<file path="config.mk">
export PLATFORM = sky130hd
export DESIGN_NAME = memory_access_stage
export DESIGN_NICKNAME = d
export VERILOG_FILES = /design/src/rtl/memory_access_stage.sv
export SDC_FILE = /design/constraint.sdc
export NUM_CORES = 1
export LEC_CHECK = 0
export CAP_MARGIN = 0
export CORE_ASPECT_RATIO = 0.9
export CORE_MARGIN = 4
export CORE_UTILIZATION = 43
export DETAILED_ROUTE_END_ITERATION = 16
export PLACE_DENSITY = 0.81
export SYNTH_ARGS = -nofsm -noshare
export SYNTH_HDL_FRONTEND = slang
export SYNTH_SLANG_ARGS = --single-unit
</file>
<file path="constraint.sdc">
create_clock -name clk -period 2.21 [get_ports clk]
set_input_delay 0.442 -clock clk [delete_from_list [all_inputs] [get_ports clk]]
set_output_delay 0.442 -clock clk [all_outputs]
set_load 0.01 [all_outputs]
</file>
<file path="src/rtl/memory_access_stage.sv">
// Memory access stage: turns execute results into D-cache load/store transactions
// and delivers a registered, one-cycle writeback pulse.
module memory_access_stage #(
    parameter int unsigned XLEN = 64,
    parameter int unsigned RD_W = 5
) (
    input  logic            clk,
    input  logic            reset,
    input  logic            ex_valid,
    input  logic [XLEN-1:0] ex_alu_result,
    input  logic [XLEN-1:0] ex_store_data,
    input  logic            ex_mem_read,
    input  logic            ex_mem_write,
    input  logic [1:0]      ex_mem_size,
    input  logic            ex_mem_unsigned,
    input  logic [RD_W-1:0] ex_rd,
    input  logic            ex_reg_write,
    input  logic            flush,
    output logic            mem_ready,
    output logic            dmem_req_valid,
    input  logic            dmem_req_ready,
    output logic [XLEN-1:0] dmem_addr,
    output logic            dmem_we,
    output logic [XLEN-1:0] dmem_wdata,
    output logic [7:0]      dmem_wstrb,
    input  logic            dmem_resp_valid,
    input  logic [XLEN-1:0] dmem_resp_rdata,
    output logic            wb_valid,
    output logic [XLEN-1:0] wb_data,
    output logic [RD_W-1:0] wb_rd,
    output logic            wb_reg_write,
    output logic            mem_misaligned
);

    localparam logic [1:0] ST_IDLE = 2'd0;
    localparam logic [1:0] ST_REQ  = 2'd1;
    localparam logic [1:0] ST_WAIT = 2'd2;

    logic [1:0]      state_q,   state_d;
    logic [XLEN-1:0] addr_q,    addr_d;
    logic            we_q,      we_d;
    logic [XLEN-1:0] wdata_q,   wdata_d;
    logic [7:0]      wstrb_q,   wstrb_d;
    logic [1:0]      size_q,    size_d;
    logic            uns_q,     uns_d;
    logic [RD_W-1:0] rd_q,      rd_d;
    logic            rw_q,      rw_d;
    logic            drop_q,    drop_d;
    logic            wb_valid_q, wb_valid_d;
    logic [XLEN-1:0] wb_data_q,  wb_data_d;
    logic [RD_W-1:0] wb_rd_q,    wb_rd_d;
    logic            wb_rw_q,    wb_rw_d;
    logic            mis_q,      mis_d;

    logic [2:0]      ex_off_c;
    logic [2:0]      align_mask_c;
    logic [7:0]      byte_mask_c;
    logic            misaligned_c;
    logic [XLEN-1:0] lane_c;
    logic [XLEN-1:0] load_ext_c;

    // Alignment and byte-lane mask for the incoming op
    always_comb begin
        ex_off_c = ex_alu_result[2:0];
        case (ex_mem_size)
            2'd0:    begin align_mask_c = 3'b000; byte_mask_c = 8'h01; end
            2'd1:    begin align_mask_c = 3'b001; byte_mask_c = 8'h03; end
            2'd2:    begin align_mask_c = 3'b011; byte_mask_c = 8'h0F; end
            default: begin align_mask_c = 3'b111; byte_mask_c = 8'hFF; end
        endcase
        misaligned_c = |(ex_off_c & align_mask_c);
    end

    // Load lane extraction and sign/zero extension from the latched op
    always_comb begin
        lane_c = dmem_resp_rdata >> {addr_q[2:0], 3'b000};
        case (size_q)
            2'd0: load_ext_c = uns_q ? {{(XLEN-8){1'b0}}, lane_c[7:0]}
                                     : {{(XLEN-8){lane_c[7]}}, lane_c[7:0]};
            2'd1: load_ext_c = uns_q ? {{(XLEN-16){1'b0}}, lane_c[15:0]}
                                     : {{(XLEN-16){lane_c[15]}}, lane_c[15:0]};
            2'd2: load_ext_c = uns_q ? {{(XLEN-32){1'b0}}, lane_c[31:0]}
                                     : {{(XLEN-32){lane_c[31]}}, lane_c[31:0]};
            default: load_ext_c = lane_c;
        endcase
    end

    always_ff @(posedge clk) begin
        if (reset) begin
            state_q    <= ST_IDLE;
            addr_q     <= '0;
            we_q       <= 1'b0;
            wdata_q    <= '0;
            wstrb_q    <= '0;
            size_q     <= '0;
            uns_q      <= 1'b0;
            rd_q       <= '0;
            rw_q       <= 1'b0;
            drop_q     <= 1'b0;
            wb_valid_q <= 1'b0;
            wb_data_q  <= '0;
            wb_rd_q    <= '0;
            wb_rw_q    <= 1'b0;
            mis_q      <= 1'b0;
        end else begin
            state_q    <= state_d;
            addr_q     <= addr_d;
            we_q       <= we_d;
            wdata_q    <= wdata_d;
            wstrb_q    <= wstrb_d;
            size_q     <= size_d;
            uns_q      <= uns_d;
            rd_q       <= rd_d;
            rw_q       <= rw_d;
            drop_q     <= drop_d;
            wb_valid_q <= wb_valid_d;
            wb_data_q  <= wb_data_d;
            wb_rd_q    <= wb_rd_d;
            wb_rw_q    <= wb_rw_d;
            mis_q      <= mis_d;
        end
    end

    // Next-state and registered-output logic
    always_comb begin
        state_d    = state_q;
        addr_d     = addr_q;
        we_d       = we_q;
        wdata_d    = wdata_q;
        wstrb_d    = wstrb_q;
        size_d     = size_q;
        uns_d      = uns_q;
        rd_d       = rd_q;
        rw_d       = rw_q;
        drop_d     = drop_q;
        wb_valid_d = 1'b0;
        wb_data_d  = wb_data_q;
        wb_rd_d    = wb_rd_q;
        wb_rw_d    = wb_rw_q;
        mis_d      = 1'b0;

        case (state_q)
            ST_IDLE: begin
                if (ex_valid && !flush) begin
                    if (!ex_mem_read && !ex_mem_write) begin
                        wb_valid_d = 1'b1;
                        wb_data_d  = ex_alu_result;
                        wb_rd_d    = ex_rd;
                        wb_rw_d    = ex_reg_write;
                    end else if (misaligned_c) begin
                        wb_valid_d = 1'b1;
                        mis_d      = 1'b1;
                        wb_data_d  = ex_alu_result;
                        wb_rd_d    = ex_rd;
                        wb_rw_d    = 1'b0;
                    end else begin
                        state_d = ST_REQ;
                        addr_d  = ex_alu_result;
                        we_d    = ex_mem_write;
                        wdata_d = ex_store_data << {ex_off_c, 3'b000};
                        wstrb_d = byte_mask_c << ex_off_c;
                        size_d  = ex_mem_size;
                        uns_d   = ex_mem_unsigned;
                        rd_d    = ex_rd;
                        rw_d    = ex_reg_write;
                        drop_d  = 1'b0;
                    end
                end
            end
            ST_REQ: begin
                // An accepted request always owes a response, even when flushed
                if (dmem_req_ready) begin
                    state_d = ST_WAIT;
                    drop_d  = flush;
                end else if (flush) begin
                    state_d = ST_IDLE;
                end
            end
            ST_WAIT: begin
                if (flush) begin
                    drop_d = 1'b1;
                end
                if (dmem_resp_valid) begin
                    state_d = ST_IDLE;
                    drop_d  = 1'b0;
                    if (!drop_q && !flush) begin
                        wb_valid_d = 1'b1;
                        wb_rd_d    = rd_q;
                        if (we_q) begin
                            wb_data_d = '0;
                            wb_rw_d   = 1'b0;
                        end else begin
                            wb_data_d = load_ext_c;
                            wb_rw_d   = rw_q;
                        end
                    end
                end
            end
            default: state_d = ST_IDLE;
        endcase
    end

    assign mem_ready      = (state_q == ST_IDLE);
    assign dmem_req_valid = (state_q == ST_REQ);
    assign dmem_addr      = {addr_q[XLEN-1:3], 3'b000};
    assign dmem_we        = we_q;
    assign dmem_wdata     = wdata_q;
    assign dmem_wstrb     = wstrb_q;
    assign wb_valid       = wb_valid_q;
    assign wb_data        = wb_data_q;
    assign wb_rd          = wb_rd_q;
    assign wb_reg_write   = wb_rw_q;
    assign mem_misaligned = mis_q;

endmodule
</file>
# --- Yosys cells after proc, flatten, opt, wreduce, memory -nomap -nowiden ---
# Index checks and enable logic that the tools add are counted.
classes:
  n_eq_ne: 15
  shift: 3
  reduce_logical: 18
  mux: 46
  bitwise_logic: 5
op_table:
  columns: ["op", "count"]
  rows:
  - ["$mux W64", 9]
  - ["$pmux W64 S3", 1]
  - ["$pmux W64 S2", 1]
  - ["$shl A64 B6 Y64", 1]
  - ["$shr A64 B6 Y64", 1]
  - ["$mux W5", 5]
  - ["$pmux W8 S3", 1]
  - ["$mux W1", 17]
  - ["$mux W2", 6]
  - ["$pmux W5 S2", 1]
  - ["$reduce_and A5 Y1", 2]
  - ["$pmux W3 S3", 1]
  - ["$ne A2 B2 Y1 const B", 4]
  - ["$shl A8 B3 Y8", 1]
  - ["$eq A2 B1 Y1 const B", 3]
  - ["$eq A2 B2 Y1 const B", 3]
  - ["$logic_not A2 Y1", 3]
  - ["$pmux W2 S3", 1]
  - ["$reduce_and A6 Y1", 1]
  - ["$logic_not A1 Y1", 4]
  - ["$ne A2 B1 Y1 const B", 2]
  - ["$not A1 Y1", 4]
  - ["$pmux W1 S2", 2]
  - ["$reduce_and A4 Y1", 1]
  - ["10 further kinds", 12]
word_totals:
  wordCells: 102
  regBits: 221
  out_inout_bits: 211
  inputBits: 209

# --- Logic depth before layout (Yosys ltp) ---
depth:
  ltp_word: 8
  ltp_mapped: 10

# --- Least setup slack after synthesis ---
# Ideal clock, no wire load.
synth_path:
  path_type: "register -> register"
  start: "register state_q[1]"
  end: "register wb_data_q[61] (netlist: wb_data[61])"
  path_slack_ns: 0.031
  path_stages_with_launch: 9
  n_path_buf: 1
  arrival_ns: 2.053
  required_ns: 2.084
  setup_time_ns: 0.126
  cell_sequence: "dfxtp_1 -> inv_1 -> ha_1 -> nand2b_1 -> a211oi_4 -> nand2_1 -> clkbuf_1 -> o41ai_1 -> a21oi_1"
synth_between:
  elab_chain_cells: 3
synth_rtl:
  columns: ["element", "line", "source"]
  rows:
  - ["start, declared", "39", "logic [1:0] state_q, state_d;"]
  - ["start signal, assigned", "106", "state_q <= state_d;"]
  - ["$logic_not A2 Y1 *", null, null]
  - ["named net mem_ready", "19", "output logic mem_ready,"]
  - ["$ne A3 B1 Y1 (no line) (tied with other cells)", null, null]
  - ["$reduce_and A5 Y1 (no line)", null, null]
  - ["end signal, assigned", "117", "wb_data_q <= wb_data_d;"]
  - ["end, declared", "50", "logic [XLEN-1:0] wb_data_q, wb_data_d;"]
# Mark *: on every way through the listed nets, which the timed path passes. The rest lies on a longest branch.
# A chain may end at the register's enable or synchronous reset.

# --- Worst setup path after layout ---
layout_path:
  start: "register state_q[0]"
  end: "register wb_data_q[5] (netlist: wb_data[5])"
layout_between:
  elab_chain_cells: 3
layout_rtl:
  columns: ["element", "line", "source"]
  rows:
  - ["$eq A2 B2 Y1 or $logic_not A2 Y1 (tied branches)", "142", "case (state_q)"]
  - ["$ne A2 B2 Y1 (no line) (tied with other cells)", null, null]
  - ["$reduce_and A5 Y1 (no line)", null, null]
# Parallel ways exist; a longest one is shown, timed or not.

==> flow_summary.yaml <==
run_status:
  outcome: "complete, no violations"
finish:
  postLayoutCellArea_sq_um: 19700
  area_growth_pct: 48.4
  finish.utilization_pct: 65.3
  final_common_cell: "clkdlybuf4s50_1"
  finalNetCount: 2243
  drive_gt1_share_pct: 17.2
  fillers: 2590
  final_cell_mix: "411 x clkdlybuf4s50_1, 264 x nand2_1, 218 x a21oi_1"
  instances_no_fill: 2460
place:
  placed_area_sq_um: 18400
  gp_congestion: 1.06
  placed_cells: 2400
  numPortBuffers: 416
  dpl.hpwl_mm: 43.6
power_and_ir_drop:
  p_sw_w: 0.00410
  p_total_w: 0.0130
  clockPowerShare_pct: 32.6
  comb_power_share_pct: 32.5
  power_density_nw_per_um2: 661
  p_int_w: 0.00891
  p_leak_nw: 7.18
  peakVddDrop_mv: 0.612
  seqPwrFrac_pct: 34.9
  switching_share_pct: 31.5
sta:
  setup_viol: 0
  period_share_pct: 96.0
  min_period_ns: 2.12
  max_freq_ghz: 0.471
  final_hold_viol_count: 0
  slew_headroom_pct: 35.1
  worst_pin_slew_ns: 0.967
  drv_slew: 0
  holdWs_ns: 0.362
  clock_skew_ns: 0.0313
route:
  dr.pass1.iters: 5
  drc_errors: 0
  via_per_inst: 5.89
  vias: 14500
  ant_nets: 0
  drtIter0Drc: 1725
  postRouteWirelength_mm: 56.8
  wl_per_cell_microns: 23.1
yosys:
  yosys_warnings: 0
  syn_inst: 1625
  yosys_register_bits: 221
  synth_edf_count: 0
  synthArstFlopShare_pct: 0
  synth-main-ff-cell: "dfxtp_1"
  synth_area_sq_um: 13300
  ys_types: 59
  avgSynthCellArea_sq_um: 8.17
  synth-seq-area-share_pct: 33.3
floorplan:
  start_util_pct: 44.0
  die_y_microns: 175
  die_x_microns: 193
  core_area_sq_um: 30200
  top_level_ports: 420
  num_rows: 60
  dieArea_sq_um: 33800
cts:
  clk_latency_ns: 0.54
  cts-hold-fix-buffers: 0
  numCtsBuffers: 25
  cts.path.max_buffers: 3
  cts.sinks: 221
  cts_tree: "built"
  cts_root_buf: "clkbuf_16"
  htreeDepth: 1
  clkTransAtPathRegs_ns: 0.06
global_route:
  grt_start_max_net_pins: 63
  grt_first_pass_wirelength_mm: 84.0
  antenna_found_initial: 11
  grt_pass1_vias: 13800
  track_usage_pct: 31.1
  gr-total-overflow: 0
setup_path:
  crit_type: "reg2reg"
  cp-start-kind: "flip-flop"
  required_ns: 2.58
  cp.arrival_ns: 2.49
  end_kind: "flip-flop"
  worstPathMaxFanout: 8
run:
  cap_violations: 0
min_path:
  hold_path.class: "in2reg"
[layout make-up]
type                    count  area, sq um  share of cell area, %
diodes                     10         25.0                  0.127
multi-input cells        1176         8010                   40.7
clock inverters            15          170                  0.864
clock buffers              30          664                   3.37
inverters                   8         30.0                  0.152
flip-flops and latches    221         4440                   22.5
well taps                 403          504                   2.56
repair buffers            597         5860                   29.7
[synth_stat cells, types with 11 or more instances]
library cell	number	share of area, %
a21oi_1	221	8.3
clkbuf_1	93	2.6
nor2b_1	19	0.90
buf_2	40	1.5
or3_1	17	0.80
mux2_2	26	2.2
nand2b_1	11	0.52
dfxtp_1	221	33
nor3_1	31	1.2
a32oi_1	16	1.1
a221oi_1	12	0.79
buf_4	77	4.4
o211ai_1	27	1.5
buf_1	11	0.31
a211oi_1	44	2.5
o41ai_1	32	2.1
mux4_2	38	6.4
nor2_1	144	4.1
nand3_1	27	1.0
nand2_1	265	7.5
a311o_1	31	2.3
o21ai_0	17	0.64
and3_1	17	0.80
mux2i_1	89	6.7
[critical path, cell delays in order (launching register included)]
cell and delay (ns):
dfxtp_1 0.34, inv_2 0.08, ha_4 0.17, nand2b_4 0.15, a211oi_4 0.29, nand2_2 0.10
buf_4 0.17, buf_4 0.14, buf_4 0.16, a211oi_1 0.25, nor3_1 0.09
[worst paths after layout]
kind	cells after the start	slack [ns]	endpoint	from
setup / recovery	10	0.09	wb_data[5]	state_q[0]
hold / removal	2	0.36	addr_q[28]	reset
setup reg to reg	10	0.09	wb_data[5]	state_q[0]
hold reg to reg	2	0.45	dmem_wdata[27]	dmem_wdata[27]
[metrics by stage]
stage	worst slack (ns)	setup TNS, ns
after floorplan	0.0306	0
after global placement	-0.405	-37.61
after detailed placement	-0.502	-51.95
after CTS	-0.0300	-0.0330
after global routing	-0.0431	-0.0539
final	0.0879	0
[layer usage]
layer	global-route usage, %	up-vias	wire length (microns)
li1	-	6672	-
met1	43.2	6973	23800
met2	48.9	730	25700
met3	7.52	104	5630
met4	8.08	6	1610
met5	0	-	44
[kinds of logic (layout without fill, tap and decap cells)]
family	count (synthesis)	count (layout)	synth area share, %
AND/OR/NAND/NOR	548	548	17.9
AO/OA/AOI/OAI	467	467	23.8
adder cells (fa/ha/maj)	5	5	0.471
multiplexers	153	153	15.4
buffers and inverters	230	650	9.11
other	1	13	0.0282
flip-flops	221	221	33.3
[repair_timing]
item / CTS / global route
setup buffers: 0 / 3
pin swaps: 0 / 2
resized for setup: 21 / 38
cloned: 1 / 1
endpoints found under the setup margin: 48 / 89
[power groups by stage]
stage	clock network (W)	registers (W)	logic [W]
final	0.00424	0.00454	0.00423
after global placement	0	0.00461	0.00389
after detailed placement	0	0.00462	0.00396
after floorplan	0	0.00469	0.00184
after CTS	0.00431	0.00454	0.00402
after global routing	0.00448	0.00457	0.00448
[sequential cells by signal, indices dropped and copies added (netlist names)]
| signal | cells |
|---|---|
| rw_q | 1 |
| dmem_wdata | 64 |
| dmem_we | 1 |
| size_q | 2 |
| wb_reg_write | 1 |
| addr_q | 64 |
| wb_data | 64 |
| mem_misaligned | 1 |
| wb_valid | 1 |
| state_q | 2 |
| rd_q | 5 |
| dmem_wstrb | 8 |
| drop_q | 1 |
| wb_rd | 5 |
| uns_q | 1 |
Power figures use the tool's default switching activity.
